<file path="src/rtl/uart_prog_loader_if.sv">
// rtl/uart_prog_loader_if.sv - instruction-memory write port between loader and memory
`timescale 1ns/1ps
// Purpose: groups the loader's instruction-memory write bus.
// Signals:
//   we_o     one-cycle write strobe
//   addr_o   ADDR_W-bit word-aligned byte address of the write
//   wdata_o  32-bit instruction word
// Modports: master = loader (drives), slave = instruction memory (receives).
interface uart_prog_loader_if #(
  parameter int ADDR_W = 14
);
  logic              we_o;
  logic [ADDR_W-1:0] addr_o;
  logic [31:0]       wdata_o;

  modport master (output we_o, addr_o, wdata_o);
  modport slave  (input  we_o, addr_o, wdata_o);
endinterface

</file>
<file path="src/rtl/uart_prog_loader.sv">
// rtl/uart_prog_loader.sv - UART 8N1 receiver packing bytes into instruction-memory writes
`timescale 1ns/1ps
// Purpose: receives 8N1 bytes on rx_i, packs every 4 bytes MSB-first into a
// 32-bit word and writes it to instruction memory. Loading ends on the
// terminator word 32'h00000FFF or after MAX_WORDS writes.
// Ports:
//   clk_i        system clock
//   rst_ni       asynchronous active-low reset
//   prog_en_i    loader enable; low aborts and clears all loader state
//   rx_i         UART serial input, idle high, asynchronous to clk_i
//   ready_o      loader accepting bytes (registered enable and not done)
//   done_o       terminator or MAX_WORDS reached; sticky while enabled
//   frame_err_o  sticky: a stop bit was sampled low
//   imem         write bus (we_o / addr_o / wdata_o), master side
module uart_prog_loader #(
  parameter int                CLKS_PER_BIT = 868,
  parameter int                ADDR_W       = 14,
  parameter logic [ADDR_W-1:0] BASE_ADDR    = '0,
  parameter int                MAX_WORDS    = 4096
) (
  input  logic               clk_i,
  input  logic               rst_ni,
  input  logic               prog_en_i,
  input  logic               rx_i,
  output logic               ready_o,
  output logic               done_o,
  output logic               frame_err_o,
  uart_prog_loader_if.master imem
);

  localparam int CNT_W  = (CLKS_PER_BIT > 1) ? $clog2(CLKS_PER_BIT) : 1;
  localparam int WCNT_W = $clog2(MAX_WORDS + 1);
  localparam logic [CNT_W-1:0]  BIT_LAST  = CNT_W'(CLKS_PER_BIT - 1);
  localparam logic [CNT_W-1:0]  HALF_LAST = CNT_W'(CLKS_PER_BIT / 2 - 1);
  localparam logic [WCNT_W-1:0] WR_LAST   = WCNT_W'(MAX_WORDS - 1);
  localparam logic [31:0]       TERM_WORD = 32'h0000_0FFF;

  typedef enum logic [2:0] {
    S_IDLE,
    S_START,
    S_DATA,
    S_STOP,
    S_BREAK   // stop bit was low; wait for the line to return high
  } rx_state_e;

  logic              rx_meta_q, rx_sync_q;
  rx_state_e         state_q, state_d;
  logic [CNT_W-1:0]  cnt_q, cnt_d;
  logic [2:0]        bit_idx_q, bit_idx_d;
  logic [7:0]        shift_q, shift_d;
  logic              frame_err_q, frame_err_d;
  logic              en_q;
  logic [1:0]        byte_cnt_q, byte_cnt_d;
  logic [31:0]       word_q, word_d;
  logic              word_full_q, word_full_d;
  logic              we_q, we_d;
  logic [ADDR_W-1:0] addr_q, addr_d;
  logic [31:0]       wdata_q, wdata_d;
  logic              done_q, done_d;
  logic [WCNT_W-1:0] wr_cnt_q, wr_cnt_d;
  logic              byte_valid;
  logic [ADDR_W:0]   addr_sum;

  // Two-flop synchronizer; idles high so reset never looks like a start bit.
  always_ff @(posedge clk_i or negedge rst_ni) begin
    if (!rst_ni) begin
      rx_meta_q <= 1'b1;
      rx_sync_q <= 1'b1;
    end else begin
      rx_meta_q <= rx_i;
      rx_sync_q <= rx_meta_q;
    end
  end

  always_ff @(posedge clk_i or negedge rst_ni) begin
    if (!rst_ni) begin
      state_q     <= S_IDLE;
      cnt_q       <= '0;
      bit_idx_q   <= '0;
      shift_q     <= '0;
      frame_err_q <= 1'b0;
      en_q        <= 1'b0;
      byte_cnt_q  <= '0;
      word_q      <= '0;
      word_full_q <= 1'b0;
      we_q        <= 1'b0;
      addr_q      <= BASE_ADDR;
      wdata_q     <= '0;
      done_q      <= 1'b0;
      wr_cnt_q    <= '0;
    end else begin
      state_q     <= state_d;
      cnt_q       <= cnt_d;
      bit_idx_q   <= bit_idx_d;
      shift_q     <= shift_d;
      frame_err_q <= frame_err_d;
      en_q        <= prog_en_i;
      byte_cnt_q  <= byte_cnt_d;
      word_q      <= word_d;
      word_full_q <= word_full_d;
      we_q        <= we_d;
      addr_q      <= addr_d;
      wdata_q     <= wdata_d;
      done_q      <= done_d;
      wr_cnt_q    <= wr_cnt_d;
    end
  end

  // Extra bit catches the carry so the address saturates instead of wrapping.
  assign addr_sum = {1'b0, addr_q} + (ADDR_W+1)'(4);

  always_comb begin
    state_d     = state_q;
    cnt_d       = cnt_q;
    bit_idx_d   = bit_idx_q;
    shift_d     = shift_q;
    frame_err_d = frame_err_q;
    byte_cnt_d  = byte_cnt_q;
    word_d      = word_q;
    word_full_d = 1'b0;
    we_d        = 1'b0;
    addr_d      = addr_q;
    wdata_d     = wdata_q;
    done_d      = done_q;
    wr_cnt_d    = wr_cnt_q;
    byte_valid  = 1'b0;

    // Receiver. Sampling is timed once from the start-bit edge; a stretched
    // start bit only shifts every sample later within its bit.
    unique case (state_q)
      S_IDLE: begin
        cnt_d     = '0;
        bit_idx_d = '0;
        if (!rx_sync_q) state_d = S_START;
      end
      S_START: begin
        if (cnt_q == HALF_LAST) begin
          cnt_d   = '0;
          state_d = rx_sync_q ? S_IDLE : S_DATA;
        end else begin
          cnt_d = cnt_q + 1'b1;
        end
      end
      S_DATA: begin
        if (cnt_q == BIT_LAST) begin
          cnt_d     = '0;
          shift_d   = {rx_sync_q, shift_q[7:1]};
          bit_idx_d = bit_idx_q + 1'b1;
          if (bit_idx_q == 3'd7) state_d = S_STOP;
        end else begin
          cnt_d = cnt_q + 1'b1;
        end
      end
      S_STOP: begin
        if (cnt_q == BIT_LAST) begin
          cnt_d = '0;
          if (rx_sync_q) begin
            byte_valid = 1'b1;
            state_d    = S_IDLE;
          end else begin
            frame_err_d = 1'b1;
            state_d     = S_BREAK;
          end
        end else begin
          cnt_d = cnt_q + 1'b1;
        end
      end
      S_BREAK: begin
        if (rx_sync_q) state_d = S_IDLE;
      end
      default: state_d = S_IDLE;
    endcase

    // Word assembly; bytes arriving after done are dropped.
    if (byte_valid && !done_q) begin
      unique case (byte_cnt_q)
        2'd0: word_d[31:24] = shift_q;
        2'd1: word_d[23:16] = shift_q;
        2'd2: word_d[15:8]  = shift_q;
        default: word_d[7:0] = shift_q;
      endcase
      byte_cnt_d  = byte_cnt_q + 1'b1;
      word_full_d = (byte_cnt_q == 2'd3);
    end

    // Evaluate the completed word the cycle after its last byte.
    if (word_full_q) begin
      if (word_q == TERM_WORD) begin
        done_d = 1'b1;
      end else begin
        we_d    = 1'b1;
        wdata_d = word_q;
      end
    end

    // Address stays stable through the strobe and advances right after it.
    if (we_q) begin
      wr_cnt_d = wr_cnt_q + 1'b1;
      if (!addr_sum[ADDR_W]) addr_d = addr_sum[ADDR_W-1:0];
      if (wr_cnt_q == WR_LAST) done_d = 1'b1;
    end

    // Disable overrides everything: abort any byte or partial word.
    if (!prog_en_i) begin
      state_d     = S_IDLE;
      cnt_d       = '0;
      bit_idx_d   = '0;
      frame_err_d = 1'b0;
      byte_cnt_d  = '0;
      word_d      = '0;
      word_full_d = 1'b0;
      we_d        = 1'b0;
      addr_d      = BASE_ADDR;
      done_d      = 1'b0;
      wr_cnt_d    = '0;
    end
  end

  assign ready_o      = en_q & ~done_q;
  assign done_o       = done_q;
  assign frame_err_o  = frame_err_q;
  assign imem.we_o    = we_q;
  assign imem.addr_o  = addr_q;
  assign imem.wdata_o = wdata_q;

endmodule
</file>
<file path="src/flat_wrapper.sv">
// flat-port wrapper written by rule: the top's interface ports become plain ports
module uart_prog_loader_flat 
#(
  parameter int                CLKS_PER_BIT = 868,
  parameter int                ADDR_W       = 14,
  parameter logic [ADDR_W-1:0] BASE_ADDR    = '0,
  parameter int                MAX_WORDS    = 4096
)
  (clk_i, rst_ni, prog_en_i, rx_i, ready_o, done_o, frame_err_o, imem_we_o, imem_addr_o, imem_wdata_o);
  uart_prog_loader_if #(.ADDR_W(ADDR_W)) imem_i ();
  input  logic clk_i;
  input  logic rst_ni;
  input  logic prog_en_i;
  input  logic rx_i;
  output logic ready_o;
  output logic done_o;
  output logic frame_err_o;
  output wire logic [$bits(imem_i.we_o)-1:0] imem_we_o;
  output wire logic [$bits(imem_i.addr_o)-1:0] imem_addr_o;
  output wire logic [$bits(imem_i.wdata_o)-1:0] imem_wdata_o;
  assign imem_we_o = imem_i.we_o;
  assign imem_addr_o = imem_i.addr_o;
  assign imem_wdata_o = imem_i.wdata_o;
  uart_prog_loader #(.CLKS_PER_BIT(CLKS_PER_BIT), .ADDR_W(ADDR_W), .BASE_ADDR(BASE_ADDR), .MAX_WORDS(MAX_WORDS)) u_core (.clk_i(clk_i), .rst_ni(rst_ni), .prog_en_i(prog_en_i), .rx_i(rx_i), .ready_o(ready_o), .done_o(done_o), .frame_err_o(frame_err_o), .imem(imem_i));
endmodule
</file>
<file path="config.mk">
export PLATFORM = sky130hd
export DESIGN_NAME = uart_prog_loader_flat
export DESIGN_NICKNAME = d
export VERILOG_FILES = /design/src/rtl/uart_prog_loader_if.sv /design/src/rtl/uart_prog_loader.sv /design/src/flat_wrapper.sv
export SDC_FILE = /design/constraint.sdc
export NUM_CORES = 1
export LEC_CHECK = 0
export ABC_AREA = 1
export CORE_MARGIN = 5
export CORE_UTILIZATION = 35
export CTS_CLUSTER_DIAMETER = 30
export DETAILED_ROUTE_END_ITERATION = 10
export RECOVER_POWER = 100
export SYNTH_ARGS = -nofsm -noshare
export SYNTH_HDL_FRONTEND = slang
export SYNTH_SLANG_ARGS = --single-unit
</file>
<file path="constraint.sdc">
create_clock -name clk_i -period 1.7 [get_ports clk_i]
set_input_delay 0.34 -clock clk_i [delete_from_list [all_inputs] [get_ports clk_i]]
set_output_delay 0.34 -clock clk_i [all_outputs]
set_load 0.01 [all_outputs]
</file>
==> results.rst, run 1 <==
.. list-table::
   :header-rows: 1

   * - Metric
     - Value
   * - Total overflow reported by the global router
     - 0
   * - Count of final hold-check violations
     - 0
   * - LEAKAGE
     - between 3 and 4 nW
   * - Detailed-route vias per instance
     - ~4.6
   * - Power per cell area
     - about 1000 nW/um^2
   * - Die outline height
     - ~140 um
   * - Worst VDD drop
     - roughly 0.67 mV
   * - Number of fillers in the final layout
     - around 1600
   * - Internal reg-to-reg setup slack
     - 0.14 ns
   * - Cell types occupying the most area after synthesis
     - dfrtp_1, nand2_1, o21ai_0
   * - Register area
     - 3057 sq um
   * - Worst-case clock skew
     - roughly 0.012 ns
   * - Detailed Routing Iterations Pass 1
     - 6
   * - Post-Route Hold Slack
     - ~0.36 ns
   * - Clock-pin transition on the worst setup and hold timing paths
     - 0.06 ns
   * - Min Tclk post-route
     - roughly 1.6 ns
   * - Pin count of the biggest net entering global routing
     - 59
   * - Post-DP HPWL
     - between 8 and 9 mm
   * - Sequential cell area fraction in the yosys report
     - 52.62%
   * - Worst Path Class, Setup
     - register to output pin
   * - I/O Pins
     - between 50 and 60
   * - Most common cell in the synthesized netlist
     - nand2_1
   * - Total placed cells including tap cells
     - 998
   * - Per-instance average area after synthesis
     - 8.099 sq um
   * - Number of max-slew violations in the final report
     - 0
   * - Fraction of synthesis flops using an asynchronous set or reset pin
     - 100.0%
   * - Core area
     - about 16000 sq um
   * - Final Wtd Congestion
     - just over 0.8
   * - Number of cell rows
     - 47
   * - Most instantiated cells after synthesis
     - nand2_1, dfrtp_1, inv_1
   * - Cell Area, Synth
     - a little under 6000 sq um
   * - Arrival time worst endpoint
     - roughly 1.3 ns
   * - List of cells traversed by the critical path
     - clkdlybuf4s50_1
   * - Post-synthesis cell type count
     - 36
   * - End point of the most critical hold path
     - u_core.rx_sync_q
   * - Worst hold path stage count
     - 0
   * - TritonCTS clock tree
     - built
   * - Number of instances in the synthesized netlist
     - 717
   * - Type of element capturing the critical path
     - output pin
   * - Flip-flop and latch count after synthesis
     - between 100 and 150
   * - Startpoint of the lowest-slack register-to-register path
     - u_core.state_q[2]
   * - GRT Resource Usage Total
     - 14.03%
   * - Delay of the slowest cell on the worst path
     - approximately 0.54 ns
   * - Area of the multi-input gates
     - around 2300 sq um
   * - CP Buf/Inv Count
     - 1
   * - FMAX
     - between 600 and 700 MHz
   * - Transition at the pin with the smallest max-transition slack
     - a little over 0.6 ns
   * - Total wire length after detailed routing
     - between 10 and 15 mm
   * - Number of DRC violations after detailed-routing iteration 0
     - 358
   * - Setup TNS
     - 0 ns
   * - Post-placement worst setup slack
     - ~0.013 ns
   * - Buffer depth of the longest clock path
     - 2
   * - Hold wc startpoint
     - u_core.rx_meta_q
   * - Total CTS buffers
     - 17
   * - Full die area
     - around 19000 sq um
   * - CP top delay family
     - buffers and inverters
   * - Library cell with the largest summed area after synthesis
     - dfrtp_1
   * - Top fanout value on the critical path
     - 2
   * - Worst max-slew margin expressed relative to the limit
     - 58.71%
   * - Wire length of the first global-routing pass
     - around 22 mm
   * - Sort of element at the start of the critical path
     - register
   * - Max_cap viols
     - 0
   * - Diode insertion count for antenna repair
     - 0
   * - Worst r2r dst
     - u_core.word_q[10]
   * - Via count
     - ~4800
   * - Number of nets with antenna violations after detailed routing
     - 0
   * - Run status
     - complete, no violations
   * - Slowest cell on the critical path
     - clkdlybuf4s50_1
   * - Antenna violations before repair
     - 0
   * - Cell at the root of the clock tree
     - clkbuf_16
   * - Share of layout cells above drive strength 1
     - 10.78%
   * - Synthesis Warnings
     - 0
   * - Number of port buffers
     - between 50 and 60
   * - Dominant synthesized flop cell
     - dfrtp_1
   * - EDFF count, synth
     - 0
   * - # DRC
     - 0
   * - Worst-Skew Late Latency
     - 0.41 ns
   * - Area grow syn2layout
     - 26.80%
   * - Net count reported at finish
     - just over 800
   * - Post-detailed-route wirelength per cell
     - approximately 12 um
   * - Hold WC Path Type
     - register to register
   * - CTS sink cnt
     - 122
   * - Starting density of the core
     - between 30% and 40%
   * - Cells on worst reg2reg path
     - 6
   * - Vias in the first global route
     - 4667
   * - Setup violations, final
     - 0
   * - Fin worst setup slack
     - between 0.05 and 0.06 ns
   * - Final non-filler cell total
     - approximately 1000
   * - Number of H-tree levels
     - 4
   * - Period Utilization, post-route
     - ~97%
   * - CP required
     - between 1 and 1.5 ns
   * - Floorplan die width
     - about 140 um
   * - Area share of the leading cell type in the synthesized netlist
     - around 52%
## sequential cells by signal, indices dropped and copies added (netlist names)
name,cells
u_core.rx_meta_q,1
u_core.rx_sync_q,1
u_core.imem.wdata_o,32
u_core.shift_q,8
u_core.byte_cnt_q,2
u_core.cnt_q,10
u_core.imem.we_o,1
u_core.frame_err_o,1
u_core.word_q,32
u_core.wr_cnt_q,13
u_core.bit_idx_q,3
u_core.state_q,3
u_core.en_q,1
u_core.word_full_q,1
u_core.imem.addr_o,12
u_core.done_o,1
## power breakdown
group          leakage [nW]  switching (mW)  total [mW]  internal (mW)
Clock                 0.299            1.28        3.81           2.52
Sequential             1.69          0.0620        3.02           2.96
Combinational          1.47           0.386       0.573          0.187
Total                  3.46            1.73        7.40           5.67
## repair_timing
action / in CTS / in global routing
pin swaps: 0 / 1
resized for setup: 20 / 12
hold buffers: 1 / 0
setup endpoints to repair: 16 / 46
buffers inserted: 3 / 2
hold endpoints to repair: 35 / 0
## per-layer routing
metal  GRT usage (%)  share of wire [%]  vias up
met5               0                  0        -
met4           5.304                1.5        0
li1                -                  -     2453
met1           18.73                 48     2198
met2           21.96                 45      104
met3           3.724                4.8       21
## logic make-up (layout without fill, tap and decap cells)
logic type,Yosys count,after routing,share of synthesized area (%)
buffers and inverters,111,209,7.929
other,1,2,0.06458
XOR/XNOR,5,5,0.7541
adder cells (fa/ha/maj),11,11,2.370
multiplexers,1,1,0.1724
flip-flops,122,122,52.62
AO/OA/AOI/OAI,114,114,10.21
AND/OR/NAND/NOR,352,352,25.88
## per-stage QoR
stage               area, sq um  utilization, %  power, mW
finish                     7363           44.88      7.397
CTS                        7357           44.84      7.504
global route               7363           44.88      7.694
global placement           6708           40.88      3.664
floorplan                  5811               -      3.409
detailed placement         6708           40.88      3.662
## worst max path at each step
stage | startpoint | to | cells after the start
after floorplan | u_core.imem.addr_o[2] | u_core.imem.addr_o[10] | 8
after global placement | u_core.cnt_q[3] | u_core.word_q[25] | 6
after detailed placement | u_core.cnt_q[3] | u_core.word_q[25] | 6
after CTS | u_core.imem.addr_o[12] | imem_addr_o[12] | 1
after global routing | u_core.cnt_q[4] | u_core.word_q[13] | 6
final | u_core.imem.addr_o[8] | imem_addr_o[8] | 1
## cell usage in the layout (no fill, tap or decap), types with 2 or more instances in the layout
cell               n
a21oi_1           18
buf_12             2
buf_4             23
bufinv_16          4
clkbuf_1           7
clkbuf_16         17
clkbuf_8           2
clkdlybuf4s25_1    5
clkdlybuf4s50_1   29
clkinv_1           2
clkinv_2           6
clkinvlp_4         3
conb_1             2
dfrtp_1          119
dfstp_2            2
dlygate4sd2_1     14
dlygate4sd3_1      2
ha_1              11
inv_1             87
inv_2              2
nand2_1          211
nand2_2            8
nand3_1           48
nand3_2            2
nand3b_1           5
nand4_1           11
nor2_1            52
nor2_2             6
nor3_1             4
nor3_4             2
o21ai_0           86
o21ai_1            5
xor2_1             5
## cell type report
type	instances	share of cell area (%)
Clock inverter	11	2.260
Multi-Input combinational cell	485	31.37
Clock buffer	21	6.253
Timing Repair Buffer	83	10.03
Inverter	94	4.843
Tap cell	220	3.738
Sequential cell	122	41.51
Power figures use the tool's default switching activity.
==> inputs of run 2 (changes only) <==
--- a/config.mk
+++ b/config.mk
@@ -7,9 +7,10 @@
 export LEC_CHECK = 0
 export ABC_AREA = 1
 export CORE_MARGIN = 5
-export CORE_UTILIZATION = 35
+export CORE_UTILIZATION = 57
 export CTS_CLUSTER_DIAMETER = 30
 export DETAILED_ROUTE_END_ITERATION = 10
+export PLACE_DENSITY = 0.79
 export RECOVER_POWER = 100
 export SYNTH_ARGS = -nofsm -noshare
 export SYNTH_HDL_FRONTEND = slang
==> run 2 against run 1 <==
Via count increased by 4.1%. Critical path depth stayed put. Clock skew fell by 0.0028 ns. Wire length rose by 2.4%. Count of clock-buffer cells in the layout stayed put. Fmax increased by 0.89%. Design area decreased by 1.4%. Non-clock buffer count increased by 3. Largest cell class unchanged. Highest routed layer unchanged.
==> results.rst, run 2 (synthesized netlist as in run 1, its figures left out) <==
.. list-table::
   :header-rows: 1

   * - Metric
     - Value
   * - Commonest non-fill, non-tap cells in the layout
     - nand2_1, dfrtp_1, inv_1
   * - Number of DRC violations after detailed-routing iteration 0
     - 311 (-13%)
   * - CP top delay family
     - flip-flops
   * - TritonCTS clock tree
     - built
   * - Total overflow reported by the global router
     - 0 (unchanged)
   * - Worst max-slew margin expressed relative to the limit
     - 28.13% (-31 points)
   * - Area grow syn2layout
     - 24.99%
   * - CP required
     - 1.36 ns (about the same)
   * - Final non-filler cell total
     - 952 (-8.1%)
   * - Delay of the slowest cell on the worst path
     - 0.46 ns (-0.08 ns)
   * - Via count
     - 4973 (+4.1%)
   * - Top fanout value on the critical path
     - 4 (+2)
   * - Hold WC Path Type
     - register to register
   * - Buffer depth of the longest clock path
     - 2 (unchanged)
   * - GRT Resource Usage Total
     - 22.11% (+8.1 points)
   * - Number of max-slew violations in the final report
     - 0 (unchanged)
   * - Total wire length after detailed routing
     - 13.09 mm (+2.4%)
   * - Total placed cells including tap cells
     - 910 (-8.8%)
   * - Worst VDD drop
     - 0.6381 mV (-4.8%)
   * - Core area
     - 9864 sq um (-40%)
   * - Number of cell rows
     - 36 (-23%)
   * - Arrival time worst endpoint
     - 1.29 ns (-0.02 ns)
   * - Cells on worst reg2reg path
     - 9 (+3)
   * - Post-placement cell area
     - 6621 sq um (-1.3%)
   * - Post-placement worst setup slack
     - -0.1596 ns (-0.1727 ns)
   * - First element of the critical path
     - u_core.done_o
   * - Number of nets with antenna violations after detailed routing
     - 0 (unchanged)
   * - Startpoint of the lowest-slack register-to-register path
     - u_core.cnt_q[0]
   * - Cell at the root of the clock tree
     - clkbuf_8
   * - Slowest cell on the critical path
     - dfrtp_2
   * - CP Buf/Inv Count
     - 1 (unchanged)
   * - Post-detailed-route wirelength per cell
     - 13.75 um (+11%)
   * - Type of element capturing the critical path
     - output pin
   * - Full die area
     - 12310 sq um (-36%)
   * - Setup violations, final
     - 0 (unchanged)
   * - Fin worst setup slack
     - 0.06821 ns (+0.01457 ns)
   * - Count of final hold-check violations
     - 0 (unchanged)
   * - Post-DP HPWL
     - 8.799 mm (-2.0%)
   * - FMAX
     - 612.8 MHz (+0.89%)
   * - Worst hold path stage count
     - 0 (unchanged)
   * - Final Wtd Congestion
     - 0.8925 (+8.8%)
   * - Most common cell after layout, fill and taps aside
     - nand2_1
   * - CTS sink cnt
     - 122 (unchanged)
   * - Number of H-tree levels
     - 4 (unchanged)
   * - Post-route standard cell area excluding fillers
     - 7258 sq um (-1.4%)
   * - Detailed Routing Iterations Pass 1
     - 5 (-1)
   * - LEAKAGE
     - 3.655 nW (+5.8%)
   * - Transition at the pin with the smallest max-transition slack
     - 1.078 ns (+0.4587 ns)
   * - Total power consumption of the routed design
     - 7.229 mW (-2.3%)
   * - Max_cap viols
     - 0 (unchanged)
   * - Number of port buffers
     - 51 (unchanged)
   * - Worst Path Class, Setup
     - register to output pin
   * - I/O Pins
     - 54 (unchanged)
   * - Detailed-route vias per instance
     - 5.224 (+13%)
   * - Die outline height
     - 110.9 um (-20%)
   * - Run status
     - complete, no violations
   * - Number of fillers in the final layout
     - 730 (-55%)
   * - Wire length of the first global-routing pass
     - 22.29 mm (-0.43%)
   * - Worst-Skew Late Latency
     - 0.53 ns (+0.12 ns)
   * - Floorplan die width
     - 110.9 um (-20%)
   * - Worst-case clock skew
     - 0.008924 ns (-0.002769 ns)
   * - List of cells traversed by the critical path
     - dlygate4sd2_1
   * - Starting density of the core
     - 58.87% (+23 points)
   * - Total CTS buffers
     - 17 (unchanged)
   * - Vias in the first global route
     - 4997 (+7.1%)
   * - Share of layout cells above drive strength 1
     - 12.94% (+2.2 points)
   * - Clock-pin transition on the worst setup and hold timing paths
     - 0.06 ns (about the same)
   * - Setup repair after global routing missed its margin
     - yes
   * - Period Utilization, post-route
     - 95.99% (-0.86 points)
   * - Power per cell area
     - 995.9 nW/um^2 (-0.87%)
   * - Hold wc startpoint
     - u_core.rx_meta_q
   * - Antenna violations before repair
     - 0 (unchanged)
   * - Min Tclk post-route
     - 1.632 ns (-0.01457 ns)
   * - Sort of element at the start of the critical path
     - register
   * - Net count reported at finish
     - 821 (+0.37%)
   * - Pin count of the biggest net entering global routing
     - 54 (-8.5%)
   * - # DRC
     - 0 (unchanged)
   * - Diode insertion count for antenna repair
     - 0 (unchanged)
   * - Levels on crit path
     - 1 (unchanged)
## run 2: cell types whose count changed in the layout (fill, tap and decap cells not counted), sizes merged, moves of 5 or more
| cell | change |
|---|---|
| dlygate4sd2 | +33 |
| clkdlybuf4s50 | -29 |
| clkbuf | -5 |
| clkdlybuf4s25 | -5 |
| buf | +8 |
## run 2: layout make-up
class                           instances  area [sq um]  area share, %
Sequential cell                       122          3067          42.25
Tap cell                              133         166.4          2.293
Clock buffer                           21         449.2          6.189
Clock inverter                         11         143.9          1.982
Inverter                               94         356.6          4.913
Multi-Input combinational cell        485          2312          31.86
Timing Repair Buffer                   86         763.2          10.52
## run 2: routing by layer
layer | GRT usage [%] | up-vias | part of all wire, %
met1 | 26.76 | 2329 | 43
met4 | 8.949 | 0 | 1.9
met5 | 0 | - | 0
li1 | - | 2464 | -
met2 | 37.30 | 155 | 50
met3 | 6.223 | 25 | 5.0
## run 2: final timing paths
path	to	slack, ns
setup / recovery	done_o	0.07
min in group asynchronous	u_core.word_q[4]	0.54
hold reg to reg	u_core.rx_sync_q	0.36
hold / removal	u_core.rx_sync_q	0.36
max in group asynchronous	u_core.imem.wdata_o[21]	0.29
setup reg to reg	u_core.cnt_q[9]	0.09
## run 2: per-stage QoR
step	setup TNS (ns)	hold slack [ns]	util (%)
after floorplan	0	0.04441	-
after global placement	-0.8958	0.3474	67.12
after detailed placement	-3.392	0.3487	67.12
after CTS	0	0.2112	72.87
after global routing	-0.1301	0.3456	73.58
final	0	0.3567	73.58
## run 2: worst register-to-register path: cells and delay by family, from the launching register on
family | cells | cell delay, ns
compound gates | 1 | 0.19
buf+inv | 1 | 0.15
flops | 1 | 0.38
simple gates | 6 | 0.58
fa+ha+maj | 1 | 0.22
## run 2: where the power goes
part	internal, mW	switching [mW]
logic	0.211	0.403
clock network	2.31	1.28
registers	2.96	0.0648
total	5.48	1.75
## run 2: what timing repair did
| item | in CTS | in global routing |
|---|---|---|
| gates resized for setup | 60 | 7 |
| pin swaps | 0 | 2 |
| setup buffers | 2 | 6 |
| hold buffers | 1 | 0 |
| gates cloned | 0 | 1 |
| endpoints found under the setup margin | 48 | 55 |
| endpoints found under the hold margin | 36 | 0 |
==> inputs of run 3 (changes only) <==
--- a/config.mk
+++ b/config.mk
@@ -11,7 +11,6 @@
 export CTS_CLUSTER_DIAMETER = 30
 export DETAILED_ROUTE_END_ITERATION = 10
 export PLACE_DENSITY = 0.79
-export RECOVER_POWER = 100
 export SYNTH_ARGS = -nofsm -noshare
 export SYNTH_HDL_FRONTEND = slang
 export SYNTH_SLANG_ARGS = --single-unit
==> run 3 against run 2 <==
Largest cell class unchanged. Wire length up 0.37%. Die area is the same. Flip-flop and latch count is the same. Critical path depth unchanged. Clock skew hardly changed. Power is 0.12% higher. Utilization is 0.14 points higher. Count of clock-buffer cells in the layout unchanged. Critical path type unchanged. Via count barely moved. Fmax down 0.19%. Worst hold slack worse by 0.13 ns. Clock power about the same.
==> results.rst, run 3 (synthesized netlist as in run 1, its figures left out) <==
.. list-table::
   :header-rows: 1

   * - Metric
     - Value
   * - Final Wtd Congestion
     - 0.8925 (unchanged)
   * - Commonest non-fill, non-tap cells in the layout
     - nand2_1, dfrtp_1, inv_1
   * - CP top delay family
     - flip-flops
   * - Post-detailed-route wirelength per cell
     - 13.80 um (+0.37%)
   * - Sort of element at the start of the critical path
     - register
   * - Min Tclk post-route
     - 1.635 ns (+0.003103 ns)
   * - Setup violations, final
     - 0 (unchanged)
   * - Number of max-slew violations in the final report
     - 0 (unchanged)
   * - Die outline height
     - 110.9 um (unchanged)
   * - Core area
     - 9864 sq um (unchanged)
   * - Detailed Routing Iterations Pass 1
     - 5 (unchanged)
   * - Total CTS buffers
     - 17 (unchanged)
   * - Area grow syn2layout
     - 25.23%
   * - Switch share
     - 24.26% (+0.031 points)
   * - Transition at the pin with the smallest max-transition slack
     - 0.5725 ns (-0.5056 ns)
   * - Run status
     - complete, no violations
   * - Type of element capturing the critical path
     - output pin
   * - Most common cell after layout, fill and taps aside
     - nand2_1
   * - # DRC
     - 0 (unchanged)
   * - TritonCTS clock tree
     - built
   * - CP Buf/Inv Count
     - 1 (unchanged)
   * - Power per cell area
     - 995.2 nW/um^2 (about the same)
   * - Number of port buffers
     - 51 (unchanged)
   * - FMAX
     - 611.7 MHz (-0.19%)
   * - Hold WC Path Type
     - input port to register
   * - Worst r2r dst
     - u_core.word_q[20]
   * - Gate power share
     - 8.6% (about the same)
   * - Starting density of the core
     - 58.87% (unchanged)
   * - Total wire length after detailed routing
     - 13.14 mm (+0.37%)
   * - CTS sink cnt
     - 122 (unchanged)
   * - Worst VDD drop
     - 0.6409 mV (+0.43%)
   * - Portion of total power attributed to the clock network
     - 49.7% (about the same)
   * - Number of nets with antenna violations after detailed routing
     - 0 (unchanged)
   * - Final non-filler cell total
     - 952 (unchanged)
   * - Net count reported at finish
     - 821 (unchanged)
   * - Cells on worst reg2reg path
     - 6 (-3)
   * - Register area
     - 3067 sq um (unchanged)
   * - Share of layout cells above drive strength 1
     - 12.94% (unchanged)
   * - Clock-pin transition on the worst setup and hold timing paths
     - 0.06 ns (about the same)
   * - Total power consumption of the routed design
     - 7.237 mW (+0.12%)
   * - Count of final hold-check violations
     - 0 (unchanged)
   * - Number of H-tree levels
     - 4 (unchanged)
   * - Internal reg-to-reg setup slack
     - 0.10 ns (about the same)
   * - Number of fillers in the final layout
     - 727 (-0.41%)
   * - Startpoint of the lowest-slack register-to-register path
     - u_core.state_q[2]
   * - Delay of the slowest cell on the worst path
     - 0.46 ns (about the same)
   * - Top fanout value on the critical path
     - 4 (unchanged)
   * - Via count
     - 4977 (+0.080%)
   * - Worst hold path stage count
     - 1 (+1)
   * - Area of the multi-input gates
     - 2312 sq um (unchanged)
   * - Diode insertion count for antenna repair
     - 0 (unchanged)
   * - Cell at the root of the clock tree
     - clkbuf_8
   * - Period Utilization, post-route
     - 96.17% (+0.18 points)
   * - Share of total power in sequential cells
     - 41.8% (about the same)
   * - CP required
     - 1.36 ns (about the same)
   * - Post-DP HPWL
     - 8.799 mm (unchanged)
   * - Worst Path Class, Setup
     - register to output pin
   * - Worst-Skew Late Latency
     - 0.53 ns (about the same)
   * - I/O Pins
     - 54 (unchanged)
   * - Setup TNS
     - 0 ns (unchanged)
   * - Post-Route Hold Slack
     - 0.2221 ns (-0.1345 ns)
   * - Wire length of the first global-routing pass
     - 22.29 mm (unchanged)
   * - Buffer depth of the longest clock path
     - 2 (unchanged)
   * - Worst-case clock skew
     - 0.008771 ns (-0.0001531 ns)
   * - Post-placement cell area
     - 6621 sq um (unchanged)
   * - Antenna violations before repair
     - 0 (unchanged)
   * - Full die area
     - 12310 sq um (unchanged)
   * - Detailed-route vias per instance
     - 5.228 (about the same)
   * - Int Power
     - 5.481 mW (about the same)
   * - Floorplan die width
     - 110.9 um (unchanged)
   * - Number of cell rows
     - 36 (unchanged)
   * - Post-route standard cell area excluding fillers
     - 7272 sq um (+0.19%)
   * - Max_cap viols
     - 0 (unchanged)
   * - GRT Resource Usage Total
     - 22.11% (unchanged)
   * - Arrival time worst endpoint
     - 1.29 ns (about the same)
   * - Pin count of the biggest net entering global routing
     - 54 (unchanged)
   * - Slowest cell on the critical path
     - dfrtp_2
   * - Total placed cells including tap cells
     - 910 (unchanged)
   * - NetSw
     - 1.756 mW (+0.25%)
   * - List of cells traversed by the critical path
     - dlygate4sd2_1
   * - Vias in the first global route
     - 4997 (unchanged)
   * - Total overflow reported by the global router
     - 0 (unchanged)
   * - Hold wc startpoint
     - rx_i
   * - Worst max-slew margin expressed relative to the limit
     - 61.84% (+34 points)
   * - Number of DRC violations after detailed-routing iteration 0
     - 359 (+15%)
   * - LEAKAGE
     - 3.659 nW (+0.12%)
   * - Setup repair after global routing missed its margin
     - yes
   * - End point of the most critical hold path
     - u_core.rx_meta_q
==> run 3: timing repair <==
| item | 4_1_cts | 5_1_grt |
|---|---|---|
| hold buffers | 1 | 0 |
| cloned | 0 | 1 |
| buffers inserted | 2 | 6 |
| pin swaps | 0 | 2 |
| hold endpoints to repair | 36 | 0 |
| endpoints found under the setup margin | 48 | 55 |
| resized for setup | 60 | 7 |
==> run 3: layer usage <==
layer	track usage (%)	share of wire, %	up-vias
met4	8.949	1.9	0
met3	6.223	5.5	24
met5	0	0	-
met2	37.30	50	162
li1	-	-	2464
met1	26.76	43	2327
==> run 3: worst max path at each step <==
stage,start,to,slack (ns),cells past startpoint
after floorplan,u_core.imem.addr_o[2],u_core.imem.addr_o[10],0.13,8
after global placement,prog_en_i,u_core.imem.addr_o[11],-0.08,6
after detailed placement,prog_en_i,u_core.imem.addr_o[8],-0.16,6
after CTS,u_core.cnt_q[2],u_core.word_q[25],0.03,6
after global routing,u_core.cnt_q[1],u_core.word_q[30],-0.03,7
final,u_core.done_o,done_o,0.07,1
==> run 3: cell type report <==
| type | count | area share [%] |
|---|---|---|
| repair buffers | 86 | 10.68 |
| multi-input cells | 485 | 31.80 |
| well taps | 133 | 2.288 |
| clock buffers | 21 | 6.177 |
| flip-flops and latches | 122 | 42.17 |
| inverters | 94 | 4.904 |
| clock inverters | 11 | 1.979 |
==> run 3: metrics by stage <==
stage,util [%],worst slack [ns]
floorplan,-,0.1347
global placement,67.12,-0.08117
detailed placement,67.12,-0.1596
CTS,72.87,0.02751
global route,73.72,-0.02823
finish,73.72,0.06510
==> run 3: worst reg2reg max path: stages, from the launching register on <==
cell and delay, ns:
dfrtp_2 0.47, inv_2 0.10, nand3_2 0.12, nor3_4 0.30, nand3_1 0.22, nand2_2 0.17, o21ai_0 0.10
==> run 3: power groups by stage <==
stage               Sequential (mW)  Combinational [mW]  Clock, mW
finish                         3.02               0.620       3.59
floorplan                      3.07               0.340          0
global route                   3.03               0.691       3.77
CTS                            3.02               0.607       3.62
global placement               3.07               0.586          0
detailed placement             3.07               0.608          0
